$ cat src/rtl/alu_seq.sv
// Multi-cycle ALU with start/done handshake, persistent accumulator and {N,Z,C,V} flags.
// Define ALU_MUL_EN to build the iterative shift-add multiplier for op 14.
module alu_seq #(
    parameter int unsigned WIDTH = 8
) (
    input  logic             clk,
    input  logic             rst_n,
    input  logic             start,
    input  logic [3:0]       op,
    input  logic [WIDTH-1:0] a,
    input  logic [WIDTH-1:0] b,
    input  logic             use_acc,
    output logic             ready,
    output logic [WIDTH-1:0] result,
    output logic [WIDTH-1:0] acc,
    output logic [3:0]       flags,
    output logic             done,
    output logic             err
);

    localparam int unsigned CW   = $clog2(WIDTH);
    localparam int unsigned CntW = CW + 1;
    localparam int unsigned Msb  = WIDTH - 1;

    localparam logic [3:0] OpPass = 4'd0;
    localparam logic [3:0] OpInc  = 4'd1;
    localparam logic [3:0] OpAdd  = 4'd2;
    localparam logic [3:0] OpSub  = 4'd3;
    localparam logic [3:0] OpDec  = 4'd4;
    localparam logic [3:0] OpNot  = 4'd5;
    localparam logic [3:0] OpAnd  = 4'd6;
    localparam logic [3:0] OpOr   = 4'd7;
    localparam logic [3:0] OpXor  = 4'd8;
    localparam logic [3:0] OpAdc  = 4'd9;
    localparam logic [3:0] OpShl  = 4'd10;
    localparam logic [3:0] OpShr  = 4'd11;
    localparam logic [3:0] OpRol  = 4'd12;
    localparam logic [3:0] OpMax  = 4'd13;
    localparam logic [3:0] OpMul  = 4'd14;
    localparam logic [3:0] OpNop  = 4'd15;

    localparam logic [CntW-1:0] CntOne = {{CW{1'b0}}, 1'b1};

    typedef enum logic [1:0] {StIdle, StExec, StIter} state_e;

    state_e              state_q;
    logic [3:0]          op_q;
    logic [WIDTH-1:0]    a_q;
    logic [WIDTH-1:0]    b_q;
    logic [CntW-1:0]     cnt_q;

    logic [WIDTH:0]      ex_sum;
    logic [WIDTH-1:0]    ex_res;
    logic                ex_c;
    logic                ex_v;
    logic                is_shift;
    logic [CW-1:0]       shamt;
    logic [WIDTH-1:0]    step_res;
    logic                step_c;
    logic [WIDTH-1:0]    iter_res;
    logic                iter_c;

`ifdef ALU_MUL_EN
    localparam logic [CntW-1:0] MulCnt = CntW'(WIDTH);

    logic [2*WIDTH-1:0]  prod_q;
    logic [2*WIDTH-1:0]  mcand_q;
    logic [2*WIDTH-1:0]  prod_next;

    assign prod_next = prod_q + (b_q[0] ? mcand_q : '0);
`endif

    function automatic logic [3:0] mk_flags(input logic [WIDTH-1:0] r, input logic c,
                                            input logic v);
        return {r[WIDTH-1], (r == '0), c, v};
    endfunction

    assign ready    = (state_q == StIdle);
    assign is_shift = (op_q == OpShl) || (op_q == OpShr) || (op_q == OpRol);
    assign shamt    = b_q[CW-1:0];

    // Single-cycle datapath; shifts with a zero count fall through to pass A with C=0.
    always_comb begin
        ex_sum = '0;
        ex_res = a_q;
        ex_c   = 1'b0;
        ex_v   = 1'b0;
        case (op_q)
            OpPass: ex_res = a_q;
            OpInc: begin
                ex_sum = {1'b0, a_q} + {{WIDTH{1'b0}}, 1'b1};
                ex_res = ex_sum[WIDTH-1:0];
                ex_c   = ex_sum[WIDTH];
                ex_v   = ~a_q[Msb] & ex_res[Msb];
            end
            OpAdd: begin
                ex_sum = {1'b0, a_q} + {1'b0, b_q};
                ex_res = ex_sum[WIDTH-1:0];
                ex_c   = ex_sum[WIDTH];
                ex_v   = (a_q[Msb] == b_q[Msb]) && (ex_res[Msb] != a_q[Msb]);
            end
            OpSub: begin
                ex_sum = {1'b0, a_q} - {1'b0, b_q};
                ex_res = ex_sum[WIDTH-1:0];
                ex_c   = ex_sum[WIDTH];
                ex_v   = (a_q[Msb] != b_q[Msb]) && (ex_res[Msb] != a_q[Msb]);
            end
            OpDec: begin
                ex_sum = {1'b0, a_q} - {{WIDTH{1'b0}}, 1'b1};
                ex_res = ex_sum[WIDTH-1:0];
                ex_c   = ex_sum[WIDTH];
                ex_v   = a_q[Msb] & ~ex_res[Msb];
            end
            OpNot: ex_res = ~a_q;
            OpAnd: ex_res = a_q & b_q;
            OpOr:  ex_res = a_q | b_q;
            OpXor: ex_res = a_q ^ b_q;
            OpAdc: begin
                ex_sum = {1'b0, a_q} + {1'b0, b_q} + {{WIDTH{1'b0}}, flags[1]};
                ex_res = ex_sum[WIDTH-1:0];
                ex_c   = ex_sum[WIDTH];
                ex_v   = (a_q[Msb] == b_q[Msb]) && (ex_res[Msb] != a_q[Msb]);
            end
            OpMax:   ex_res = (a_q >= b_q) ? a_q : b_q;
            default: ex_res = a_q;
        endcase
    end

    always_comb begin
        step_res = {a_q[WIDTH-2:0], a_q[Msb]};
        step_c   = a_q[Msb];
        case (op_q)
            OpShl: begin
                step_res = {a_q[WIDTH-2:0], 1'b0};
                step_c   = a_q[Msb];
            end
            OpShr: begin
                step_res = {1'b0, a_q[WIDTH-1:1]};
                step_c   = a_q[0];
            end
            default: begin
                step_res = {a_q[WIDTH-2:0], a_q[Msb]};
                step_c   = a_q[Msb];
            end
        endcase
    end

    always_comb begin
        iter_res = step_res;
        iter_c   = step_c;
`ifdef ALU_MUL_EN
        if (op_q == OpMul) begin
            iter_res = prod_next[WIDTH-1:0];
            iter_c   = |prod_next[2*WIDTH-1:WIDTH];
        end
`endif
    end

    always_ff @(posedge clk or negedge rst_n) begin
        if (!rst_n) begin
            state_q <= StIdle;
            op_q    <= '0;
            a_q     <= '0;
            b_q     <= '0;
            cnt_q   <= '0;
            result  <= '0;
            acc     <= '0;
            flags   <= '0;
            done    <= 1'b0;
            err     <= 1'b0;
`ifdef ALU_MUL_EN
            prod_q  <= '0;
            mcand_q <= '0;
`endif
        end else begin
            done <= 1'b0;
            err  <= 1'b0;
            unique case (state_q)
                StIdle: begin
                    if (start) begin
                        op_q    <= op;
                        a_q     <= a;
                        b_q     <= use_acc ? acc : b;
                        state_q <= StExec;
                    end
                end
                StExec: begin
                    if (op_q == OpNop) begin
                        done    <= 1'b1;
                        state_q <= StIdle;
                    end else if (op_q == OpMul) begin
`ifdef ALU_MUL_EN
                        prod_q  <= '0;
                        mcand_q <= {{WIDTH{1'b0}}, a_q};
                        cnt_q   <= MulCnt;
                        state_q <= StIter;
`else
                        err     <= 1'b1;
                        done    <= 1'b1;
                        state_q <= StIdle;
`endif
                    end else if (is_shift && (shamt != '0)) begin
                        cnt_q   <= {1'b0, shamt};
                        state_q <= StIter;
                    end else begin
                        result  <= ex_res;
                        acc     <= ex_res;
                        flags   <= mk_flags(ex_res, ex_c, ex_v);
                        done    <= 1'b1;
                        state_q <= StIdle;
                    end
                end
                StIter: begin
                    cnt_q <= cnt_q - CntOne;
                    a_q   <= step_res;
`ifdef ALU_MUL_EN
                    prod_q  <= prod_next;
                    mcand_q <= mcand_q << 1;
                    b_q     <= b_q >> 1;
`endif
                    // Completion happens on the 1 -> 0 count step.
                    if (cnt_q == CntOne) begin
                        result  <= iter_res;
                        acc     <= iter_res;
                        flags   <= mk_flags(iter_res, iter_c, 1'b0);
                        done    <= 1'b1;
                        state_q <= StIdle;
                    end
                end
                default: state_q <= StIdle;
            endcase
        end
    end

endmodule

$ cat config.mk
export PLATFORM = sky130hd
export DESIGN_NAME = alu_seq
export DESIGN_NICKNAME = d
export VERILOG_FILES = /design/src/rtl/alu_seq.sv
export SDC_FILE = /design/constraint.sdc
export NUM_CORES = 1
export LEC_CHECK = 0
export ABC_AREA = 1
export ABC_CLOCK_PERIOD_IN_PS = 6350
export CAP_MARGIN = 5
export CORE_UTILIZATION = 50
export DETAILED_ROUTE_END_ITERATION = 6
export HOLD_SLACK_MARGIN = 0.12
export PLACE_DENSITY = 0.72
export SLEW_MARGIN = 10
export SYNTH_ARGS = -nofsm -noshare
export SYNTH_HDL_FRONTEND = slang
export SYNTH_SLANG_ARGS = --single-unit
$ cat constraint.sdc
create_clock -name clk -period 6.35 [get_ports clk]
set_input_delay 0.635 -clock clk [delete_from_list [all_inputs] [get_ports clk]]
set_output_delay 0.635 -clock clk [all_outputs]
set_load 0.1 [all_outputs]
After elaboration in Yosys (flattened, before gate mapping). Index checks and enable logic that the tools add are counted. Widths: inputs -> output; s select.

Logic and storage cells: 107. Flip-flop bits (word level): 40. Output and inout bits: 23. Bits of input ports: 24.

Reduce and logical (&&, ||, !) cells: 17. Order comparisons: 1. Bitwise logic cells: 8. Eq/ne operators: 29. Add/subtract/negate cells: 6. Muxes and demuxes: 37.

Operators by type and width (number): $pmux 8 s10 (1); $mux 8 (7); $pmux 8 s2 (3); $eq 4x4->1 const B (8); $mux 4 (7); $eq 4x3->1 const B (4); $logic_not 8->1 (2); $pmux 4 s2 (2); $ne 2x2->1 const B (6); $mux 2 (5); $pmux 1 s5 (2); $add 8x1->9 const B (1); $add 8x8->9 (1); $add 9x1->9 (1); $sub 8x1->9 const B (1); $sub 8x8->9 (1); $and 8x8->8 (1); $eq 4x1->1 const B (2); $eq 4x2->1 const B (2); $ge 8x8->1 (1); $mux 1 (8); $not 8->8 (1); $or 8x8->8 (1); $xor 8x8->8 (1); other kinds (17) (29).

Depth between registers and ports, before layout. Gate-level depths: netlist (run 1).

Depth in word-level cells: 9. Mapped depth: 21. Gate-level depth less buffers: 19.

Worst setup path before layout (run 1). Ideal clock, no wire load.

Path kind: register -> register. Start point: reg a_q[5]. End point: reg flags[2]. Buffers on the path: 3. Period minus slack after synthesis: 2483 ps. Required time: 6277 ps. Data arrival time: 2410 ps. Setup slack: 3867 ps. Cell stages (with the launch flop): 21. Setup time: 73 ps. Cells stage by stage: dfrtp_1 clkbuf_1 inv_1 ha_1 buf_2 nor2_1 nand2_1 nor2_2 nor2_4 nand2_2 buf_6 nand2_1 nand3_1 nand2_1 nand2_1 nand2_1 inv_1 nand3_1 nor2_1 nand2_1 a21oi_2.

Cells in the longest elaborated chain, start to end: 8. Elaborated cells between the ends (all ways): 20. Classes of those cells: add/sub (5); order compare (1); mux (8); bitwise (4); reduce/logical (2).

Ends and longest elaborated chain: start, declared (line 48) `logic [WIDTH-1:0] a_q;`; start signal, assigned (line 215) `a_q <= step_res;`; $add 8x8->9 / $ge 8x8->1 (equally long branches) (line 97, 119, 124); $add 9x1->9 / $mux 8 (equally long branches) (line 119, 124); $pmux 8 s10 (line 88) `case (op_q)`; $logic_not 8->1 (line 75) `return {r[WIDTH-1], (r == '0), c, v};`; $mux 4 (line 202) `end else if (is_shift && (shamt != '0)) begin`; $mux 4 (line 191) `end else if (op_q == OpMul) begin`; $mux 4 (line 188) `if (op_q == OpNop) begin`; $pmux 4 s2 * (line 178) `unique case (state_q)`; end signal, assigned (line 208) `flags <= mk_flags(ex_res, ex_c, ex_v);`; end signal, assigned (line 225) `flags <= mk_flags(iter_res, iter_c, 1'b0);`; end, declared (line 16) `output logic [3:0] flags,`.

Mark *: on every way between the ends. The rest lies on a longest branch, timed or not. The select of a mux whose other input is x is not followed. A chain may end at the register's enable or synchronous reset.

Worst setup path after layout (run 1).
Start point: reg state_q[0]. End point: reg flags[2].

Cells in the longest elaborated chain, start to end: 3. Elaborated cells between the ends (all ways): 9. Classes of those cells: eq/ne (6); mux (1); reduce/logical (2).

Ends and longest elaborated chain: start, declared (line 46) `state_e state_q;`; start signal, assigned (line 161) `state_q <= StIdle;`; start signal, assigned (line 184) `state_q <= StExec;`; start signal, assigned (line 190) `state_q <= StIdle;`; $eq 2x2->1 / $eq 2x1->1 (equally long branches) (line 178); $ne 2x2->1 (no source line) / $reduce_bool 2->1 (equally long branches); $reduce_and 5->1 (no source line).

Parallel ways exist; a longest one is shown, timed or not.

==> results of run 1 <==
## kinds of logic after synthesis
logic type	count (synthesis)	synth area share
simple gates	381	0.371
buf+inv	117	0.118
compound gates	116	0.163
fa+ha+maj	40	0.117
flops	39	0.221
xor+xnor	4	0.00793
mux	1	0.00227
## through the flow
step	worst slack (ns)	cells
final	3.06	824
after global routing	2.90	824
after CTS	3.11	824
after detailed placement	3.12	818
after global placement	3.23	818
after floorplan	3.87	698
## critical path, stage by stage, from the launching register on
cell and delay (ns):
dfrtp_1 0.39, inv_1 0.11, ha_1 0.65, inv_1 0.55, a31oi_1 0.43, or2_1 0.48
inv_2 0.24, or2_0 0.25, clkinv_1 0.06, a21oi_2 0.03
## layer usage
layer | track usage | routed length, µm
met1 | 0.478 | 6620
met2 | 0.524 | 6500
met3 | 0.0308 | 1150
met4 | 0.101 | 340
met5 | 0 | 0
## path summary, 6_finish.rpt
kind	to	from	cells past startpoint
worst min-delay path	state_q[1]	rst_n	1
min in group clk	flags[0]	flags[0]	2
worst max-delay path	flags[2]	state_q[0]	9
worst min register to register	flags[0]	flags[0]	2
worst max register to register	flags[2]	state_q[0]	9
max in group asynchronous	b_q[5]	rst_n	1
## cell type report
cell class | count | area [µm²] | area share
clock buffer | 5 | 68.8 | 0.0141
clock inverter | 1 | 7.51 | 0.00154
inverter | 86 | 323 | 0.0662
multi-input combinational | 542 | 2920 | 0.598
sequential | 39 | 976 | 0.200
tap | 105 | 131 | 0.0269
timing repair buffer | 46 | 455 | 0.0933
## flip-flops by register name, summed over array words and instances, names as in the netlist
| register | flops |
|---|---|
| state_q | 2 |
| flags | 3 |
| op_q | 4 |
| cnt_q | 4 |
| done | 1 |
| a_q | 8 |
| b_q | 8 |
| err | 1 |
| acc | 8 |
## layout by cell type, fill, tap and decap left out, types with 2 or more instances in the layout
master / instances
nand4_1: 13
o21ai_0: 40
fa_1: 2
a21oi_1: 23
nor2_1: 77
o211ai_2: 3
xnor2_1: 3
or2_2: 2
inv_2: 13
dfrtp_1: 39
nand3b_1: 2
nand2_2: 5
a2bb2oi_1: 2
o2111ai_1: 2
or2_0: 2
o22ai_1: 12
o211ai_1: 5
o21ai_1: 5
a22oi_1: 6
nor2_2: 6
ha_1: 38
o21bai_1: 3
clkdlybuf4s50_1: 45
clkinv_1: 3
nand3_1: 72
nor3_1: 5
nand2_1: 191
nand3_2: 3
inv_1: 70
o21a_1: 4
a21oi_2: 3
clkbuf_8: 5
==> results.md, run 1 <==
- Final HPWL DP: 11500 µm
- Startpoint Class: register
- Status: complete, no violations
- Fin crit share: 0.518
- Post-synth cell types: 48
- Critical path class: reg2reg
- DIE AREA: 0.00921 mm²
- R2R setup slack: 3.06 ns
- RSZ-0062 raised after global routing: no
- First-pass GRT wire length: 22900 µm
- DRT antenna net count: 0
- FF+latch count, synth: 39
- Yosys warns: 0
- Port bufs: 46
- Initial Util: 0.527
- CTS tree: yes
- Syn nets: 762
- Routability congestion estimate: 1.00
- Vias per inst: 5.89
- GRT Overall Usage: 0.332
- Sequential share of the synthesized area: 0.221
- Final Hold Viols: 0
- Via count: 4857
- Routed WL: 14600 µm
- Top-count cell post-synth: nand2_1
- Core Box Area: 0.00838 mm²
- Largest area contributor in the netlist: dfrtp_1
- CP required: 6.53 ns
- Routed length per instance: 17.7 µm
- Mapped Cells: 698
- Endpoints failing setup: 0
- Clock transition at path regs: 0.08 ns
- Synth top area share: 0.221
- Synth Cell Area: 0.00442 mm²
- WP data arrival: 3.47 ns
- DRC: 0
- Post-CTS sizing: 0
- Placed cell area: 0.00480 mm²
- Initial antenna violation count: 0
- Primary FF master, synth: dfrtp_1
- Max-slew violations: 0
- DR iter-0 viols: 395
- Skew final: 0.00443 ns
- Number of max-cap violations: 0
- Layout cell share with drive strength beyond 1: 0.0612
- Top cells by count, synth: 191 x nand2_1, 77 x nor2_1, 72 x nand3_1
- Clock buffer depth: 2
- Die height: 96.0 µm
- Largest cells by area after synthesis: dfrtp_1 22%, nand2_1 16%, ha_1 11%
- Layout Area Growth over Synthesis: 10.5%
- Final core utilization: 0.582
- ANT cells: 0
- Hold_buf cts: 0
- Largest net degree at the start of global routing: 40
- Ys async rst share: 1.00
- TritonRoute pass-1 iters: 5
- Worst Hold Slack: 0.467 ns
- Syn_area_per_cell: 6.33 µm²
- CP endpoint kind: register
- CTS Buf Count: 5
- Highest Clock Rate: 304 MHz
- Worst-margin pin slew: 0.998 ns
- Setup TNS: 0 ns
- Htree depth: 2
- Filler cell count: 819
- Design area: 0.00488 mm²
- EDFF count, synth: 0
- Min Tclk post-route: 3.29 ns
- Post-CTS Setup Inserts: 0
- # rows: 33
- Worst Hold Class: in2async
- Clock root cell: clkbuf_8
- Worst Path Max Fanout: 23
- Clock sink total: 39
- Vias in the first global route: 4466
- Grt total ovfl: 0
- I/O pins: 47
- Clk_lat worst skew: 0.29 ns
- Die W: 96.0 µm
- Final net count: 784
- Relative slew slack: 0.333
Power of run 1 is not shown: default switching activity piles up to over one toggle a cycle in this logic, so the estimate is an artifact.
==> run 2, diff against run 1 <==
- ABC_CLOCK_PERIOD_IN_PS: 6350 -> 3150
- clock period: 6.35 -> 3.15 ns (I/O delays scaled with it)
==> run 2 against run 1 <==
Against the previous run:
- clock skew rose by 0.011 ns
- first-iteration DRC count rose by 41%
- count of clock-buffer cells in the layout did not move
- fmax rose by 13%
- register-to-register slack got worse by 2.8 ns
- non-clock buffer count rose by 20
==> results.md, run 2 (same netlist as run 1, synthesis figures left out) <==
- Status: complete, no violations
- Routed WL: 15600 µm (+6.6%)
- CTS tree: yes
- Die W: 96.0 µm (unchanged)
- Clock root cell: clkbuf_8
- DIE AREA: 0.00921 mm² (unchanged)
- Reg2reg path depth: 17 (+8)
- Endpoints failing setup: 0 (unchanged)
- Vias in the first global route: 4717 (+5.6%)
- Final Hold Viols: 0 (unchanged)
- Hold_buf cts: 0 (unchanged)
- Vias per inst: 5.90 (about the same)
- Worst Path Max Fanout: 11 (-52%)
- Most frequent cells in the layout: 191 x nand2_1, 77 x nor2_1, 72 x nand3_1
- Largest net degree at the start of global routing: 40 (unchanged)
- Layout cell share with drive strength beyond 1: 0.0918 (+0.0306)
- Skew final: 0.0156 ns (+0.0112 ns)
- Min Tclk post-route: 2.92 ns (-0.372 ns)
- Layout Area Growth over Synthesis: 14.2%
- DR iter-0 viols: 558 (+41%)
- CP endpoint kind: register
- Routability congestion estimate: 1.01 (+0.88%)
- Core Box Area: 0.00838 mm² (unchanged)
- CP required: 3.35 ns (-3.18 ns)
- Relative slew slack: 0.336 (+0.00361)
- DRT antenna net count: 0 (unchanged)
- TritonRoute pass-1 iters: 5 (unchanged)
- Clock buffer depth: 2 (unchanged)
- Via count: 4990 (+2.7%)
- Startpoint Class: register
- ANT cells: 0 (unchanged)
- Final HPWL DP: 12200 µm (+5.8%)
- Fin crit share: 0.926 (+0.408)
- Placed cell area: 0.00495 mm² (+3.1%)
- Htree depth: 2 (unchanged)
- Clock transition at path regs: 0.10 ns (+0.02 ns)
- First-pass GRT wire length: 24800 µm (+8.4%)
- Critical path class: reg2reg
- Routed length per instance: 18.4 µm (+3.8%)
- Setup TNS: 0 ns (unchanged)
- WP data arrival: 3.12 ns (-0.35 ns)
- Number of max-cap violations: 0 (unchanged)
- Clock sink total: 39 (unchanged)
- # rows: 33 (unchanged)
- Highest Clock Rate: 343 MHz (+13%)
- Design area: 0.00505 mm² (+3.4%)
- GRT Overall Usage: 0.361 (+0.0292)
- Initial antenna violation count: 0 (unchanged)
- Worst-margin pin slew: 0.992 ns (-0.00540 ns)
- Die height: 96.0 µm (unchanged)
- Final net count: 804 (+2.6%)
- Grt total ovfl: 0 (unchanged)
- CTS Buf Count: 5 (unchanged)
- Port bufs: 46 (unchanged)
- Initial Util: 0.527 (unchanged)
- Clk_lat worst skew: 0.32 ns (+0.03 ns)
- Max-slew violations: 0 (unchanged)
- Worst Hold Class: in2async
- DRC: 0 (unchanged)
- Biggest regs: a_q (8), acc (8), b_q (8)
- Commonest non-fill, non-tap cell in the layout: nand2_1
- I/O pins: 47 (unchanged)
- RSZ-0062 raised after global routing: no
==> run 2: cell types whose count changed in the layout (fill, tap and decap cells not counted), sizes merged <==
cell,before,now
clkdlybuf4s50,45,44
inv,83,84
clkinvlp,1,2
buf,1,22
==> run 2: cell type report <==
| class | instances | area (µm²) |
|---|---|---|
| Multi-Input combinational cell | 542 | 2920 |
| Clock inverter | 3 | 23.8 |
| Sequential cell | 39 | 976 |
| Fill cell | 819 | 3340 |
| Tap cell | 105 | 131 |
| Inverter | 86 | 323 |
| Clock buffer | 5 | 68.8 |
| Timing Repair Buffer | 66 | 603 |
==> run 2: per-layer routing <==
| layer | up-vias | part of all wire | wire, µm | global-route usage |
|---|---|---|---|---|
| met5 | - | 0 | 0 | 0 |
| met3 | 48 | 0.096 | 1500 | 0.0750 |
| met2 | 286 | 0.43 | 6700 | 0.551 |
| met1 | 2294 | 0.43 | 6770 | 0.493 |
| li1 | 2362 | - | - | - |
| met4 | 0 | 0.038 | 595 | 0.149 |
==> run 2: worst max-delay path, stage by stage (launching register included) <==
cell and delay [ns]:
dfrtp_1 0.54, clkinv_1 0.17, ha_2 0.47, inv_2 0.09, nand2_1 0.07, nand2_1 0.05, nand2_1 0.05, nand2_1 0.09
nor2_4 0.16, nand2_2 0.21, o211ai_1 0.25, nand3_1 0.10, inv_1 0.07, nand3_1 0.06, o21ai_1 0.20, nand2_1 0.10
nand2_1 0.07, nand2_1 0.04
==> run 2: final timing paths <==
path	startpoint	slack, ns	endpoint
worst min register to register	acc[3]	0.55	acc[3]
max in group asynchronous	rst_n	2.39	acc[7]
worst min-delay path	rst_n	0.14	state_q[1]
min in group clk	acc[3]	0.55	acc[3]
worst max-delay path	a_q[6]	0.23	acc[7]
worst max register to register	a_q[6]	0.23	acc[7]
==> run 2: timing repair <==
action,4_1_cts,5_1_grt
buffers inserted,0,0
hold endpoints to repair,0,0
resized for setup,0,1
endpoints found under the setup margin,0,2
==> run 2: stage by stage <==
stage	instances	utilization	hold WS [ns]	setup WS, ns
after global placement	838	0.591	0.507	0.286
after global routing	846	0.602	0.224	0.0592
after floorplan	698	-	0.0194	0.667
after detailed placement	838	0.591	0.518	0.267
after CTS	846	0.602	0.182	0.250
final	846	0.602	0.135	0.232
Power of run 2 is left out for the same reason.
==> run 3, diff against run 2 <==
- CORE_MARGIN: unset -> 1
- REMOVE_ABC_BUFFERS: unset -> 1
==> run 3 against run 2 <==
Against the previous run:
- via count up 0.32%
- sequential share of layout area is 0.066 points lower
- worst hold slack barely moved
- fmax is 1.7% higher
- the run now ends with design-rule violations left
- register-to-register slack better by 0.05 ns
- clock skew fell by 0.0084 ns
- routed wire length fell by 1.0%
- non-clock buffer count down 3
- die area is the same
- cell count shrank 0.35%
- critical path depth is 3 lower
- first-iteration DRC count down 15%
==> results.md, run 3 (same netlist as run 1, synthesis figures left out) <==
- Status: finished, violations left
- Failing checks: design-rule violations
- Multi-input logic area: 0.00292 mm² (about the same)
- Grt total ovfl: 0 (unchanged)
- Initial antenna violation count: 0 (unchanged)
- DIE AREA: 0.00921 mm² (unchanged)
- Design area: 0.00507 mm² (+0.47%)
- # rows: 33 (unchanged)
- Crit path buffers/inverters: 0 (-3)
- Largest net degree at the start of global routing: 40 (unchanged)
- Max-slew violations: 0 (unchanged)
- ANT cells: 0 (unchanged)
- Worst Path Max Fanout: 7 (-4)
- GRT Overall Usage: 0.357 (-0.00403)
- Routability congestion estimate: 1.04 (+2.5%)
- Final HPWL DP: 12100 µm (-0.45%)
- I/O pins: 47 (unchanged)
- Startpoint Class: register
- CP required: 3.40 ns (+0.05 ns)
- Capturing point of the worst reg2reg path: flags[2]
- Routed length per instance: 18.3 µm (-0.68%)
- TritonRoute pass-1 iters: 7 (+2)
- Sequential Area: 977 µm² (+0.13%)
- Layout Area Growth over Synthesis: 14.8%
- Die height: 96.0 µm (unchanged)
- RSZ-0062 raised after global routing: no
- Core Box Area: 0.00838 mm² (unchanged)
- R2R setup slack: 0.28 ns (+0.05 ns)
- Clock sink total: 39 (unchanged)
- WP data arrival: 3.12 ns (about the same)
- CP max-delay cell: dfrtp_1
- CP endpoint kind: register
- Final net count: 801 (-0.37%)
- Final Hold Viols: 0 (unchanged)
- Clock buffer depth: 2 (unchanged)
- DRC: 1 (+1)
- Min Tclk post-route: 2.87 ns (-0.0479 ns)
- Worst-margin pin slew: 0.986 ns (-0.00639 ns)
- Layout cell share with drive strength beyond 1: 0.0881 (-0.00369)
- DR iter-0 viols: 475 (-15%)
- Clock transition at path regs: 0.10 ns (about the same)
- Placed cell area: 0.00493 mm² (-0.45%)
- Fin crit share: 0.911 (-0.0152)
- Die W: 96.0 µm (unchanged)
- First-pass GRT wire length: 24400 µm (-1.6%)
- Clk_lat worst skew: 0.31 ns (about the same)
- Most frequent cells in the layout: 191 x nand2_1, 77 x nor2_1, 72 x nand3_1
- Endpoints failing setup: 0 (unchanged)
- CTS Buf Count: 5 (unchanged)
- Clock root cell: clkbuf_8
- Reg2reg start: a_q[0]
- Reg2reg path depth: 14 (-3)
- Critical path class: reg2reg
- Relative slew slack: 0.341 (+0.00428)
- CP top delay family: simple AND/OR/NAND/NOR gates
- Setup TNS: 0 ns (unchanged)
- Slowest stage delay, CP: 0.47 ns (-0.07 ns)
- Skew final: 0.00720 ns (-0.00840 ns)
- Vias in the first global route: 4722 (+0.11%)
- Commonest non-fill, non-tap cell in the layout: nand2_1
- Highest Clock Rate: 348 MHz (+1.7%)
- Port bufs: 46 (unchanged)
- Initial Util: 0.527 (unchanged)
- Worst Hold Class: in2async
- Htree depth: 2 (unchanged)
- Filler cell count: 806 (-1.6%)
- CTS tree: yes
- Critical Path Most Common Cell: nand2_1
- DRT antenna net count: 0 (unchanged)
- Vias per inst: 5.94 (+0.68%)
- Hold_buf cts: 0 (unchanged)
- Worst path cell trace: ha_1 -> fa_1 -> xor2_1 -> nand2_1 -> nand3b_1 -> nor2_2 -> nand3_1 -> nand3_1 -> nand2_1 -> nand2_1 -> nand2_1 -> nor2_1 -> nand2_1 -> a21oi_2
- Routed WL: 15400 µm (-1.0%)
- Number of max-cap violations: 0 (unchanged)
- Via count: 5006 (+0.32%)
- Biggest regs: a_q (8), acc (8), b_q (8)
run 3: cell types whose count changed in the layout (fill, tap and decap cells not counted), sizes merged:
| cell | delta |
|---|---|
| buf | -3 |
| bufinv | +2 |
| clkinvlp | -2 |
run 3: stage by stage:
stage | setup WS [ns] | util | instances | hold WS (ns)
2_1_floorplan | 0.663 | - | 667 | 0.0194
3_3_place_gp | 0.305 | 0.588 | 835 | 0.506
3_5_place_dp | 0.291 | 0.588 | 835 | 0.511
4_1_cts | 0.282 | 0.605 | 843 | 0.177
5_1_grt | 0.00910 | 0.605 | 843 | 0.221
6_report | 0.280 | 0.605 | 843 | 0.135
run 3: worst max-delay path by stage:
| stage | start | endpoint | slack (ns) | depth (start not counted) |
|---|---|---|---|---|
| 6_report | a_q[0] | flags[2] | 0.28 | 14 |
| 5_1_grt | a_q[0] | flags[0] | 0.009 | 16 |
| 4_1_cts | a_q[6] | flags[2] | 0.28 | 16 |
| 3_5_place_dp | a_q[6] | flags[2] | 0.29 | 16 |
| 3_3_place_gp | a_q[6] | acc[7] | 0.31 | 17 |
| 2_1_floorplan | acc[7] | b_q[7] | 0.66 | 2 |
run 3: timing repair:
action                                  CTS  global route
endpoints found under the setup margin    0             2
setup buffers                             0             0
resized for setup                         0             1
run 3: final cells by class:
type,instances,area share
multi-input combinational,542,0.576
sequential,39,0.193
timing repair buffer,63,0.115
inverter,86,0.0637
tap,105,0.0259
clock inverter,3,0.0141
clock buffer,5,0.0136
run 3: worst reg2reg max path: stages, from the launching register on:
cell and delay, ns:
dfrtp_1 0.47, ha_1 0.31, fa_1 0.47, xor2_1 0.27, nand2_1 0.11, nand3b_1 0.22
nor2_2 0.16, nand3_1 0.14, nand3_1 0.17, nand2_1 0.09, nand2_1 0.06, nand2_1 0.05
nor2_1 0.09, nand2_1 0.07, a21oi_2 0.12
run 3: per-layer routing:
layer	up-vias	global-route usage	wire length, µm
li1	2358	-	-
met1	2309	0.494	6740
met2	285	0.540	6680
met3	54	0.0545	1300
met4	0	0.175	678
met5	-	0	0
Power of run 3 is left out for the same reason.
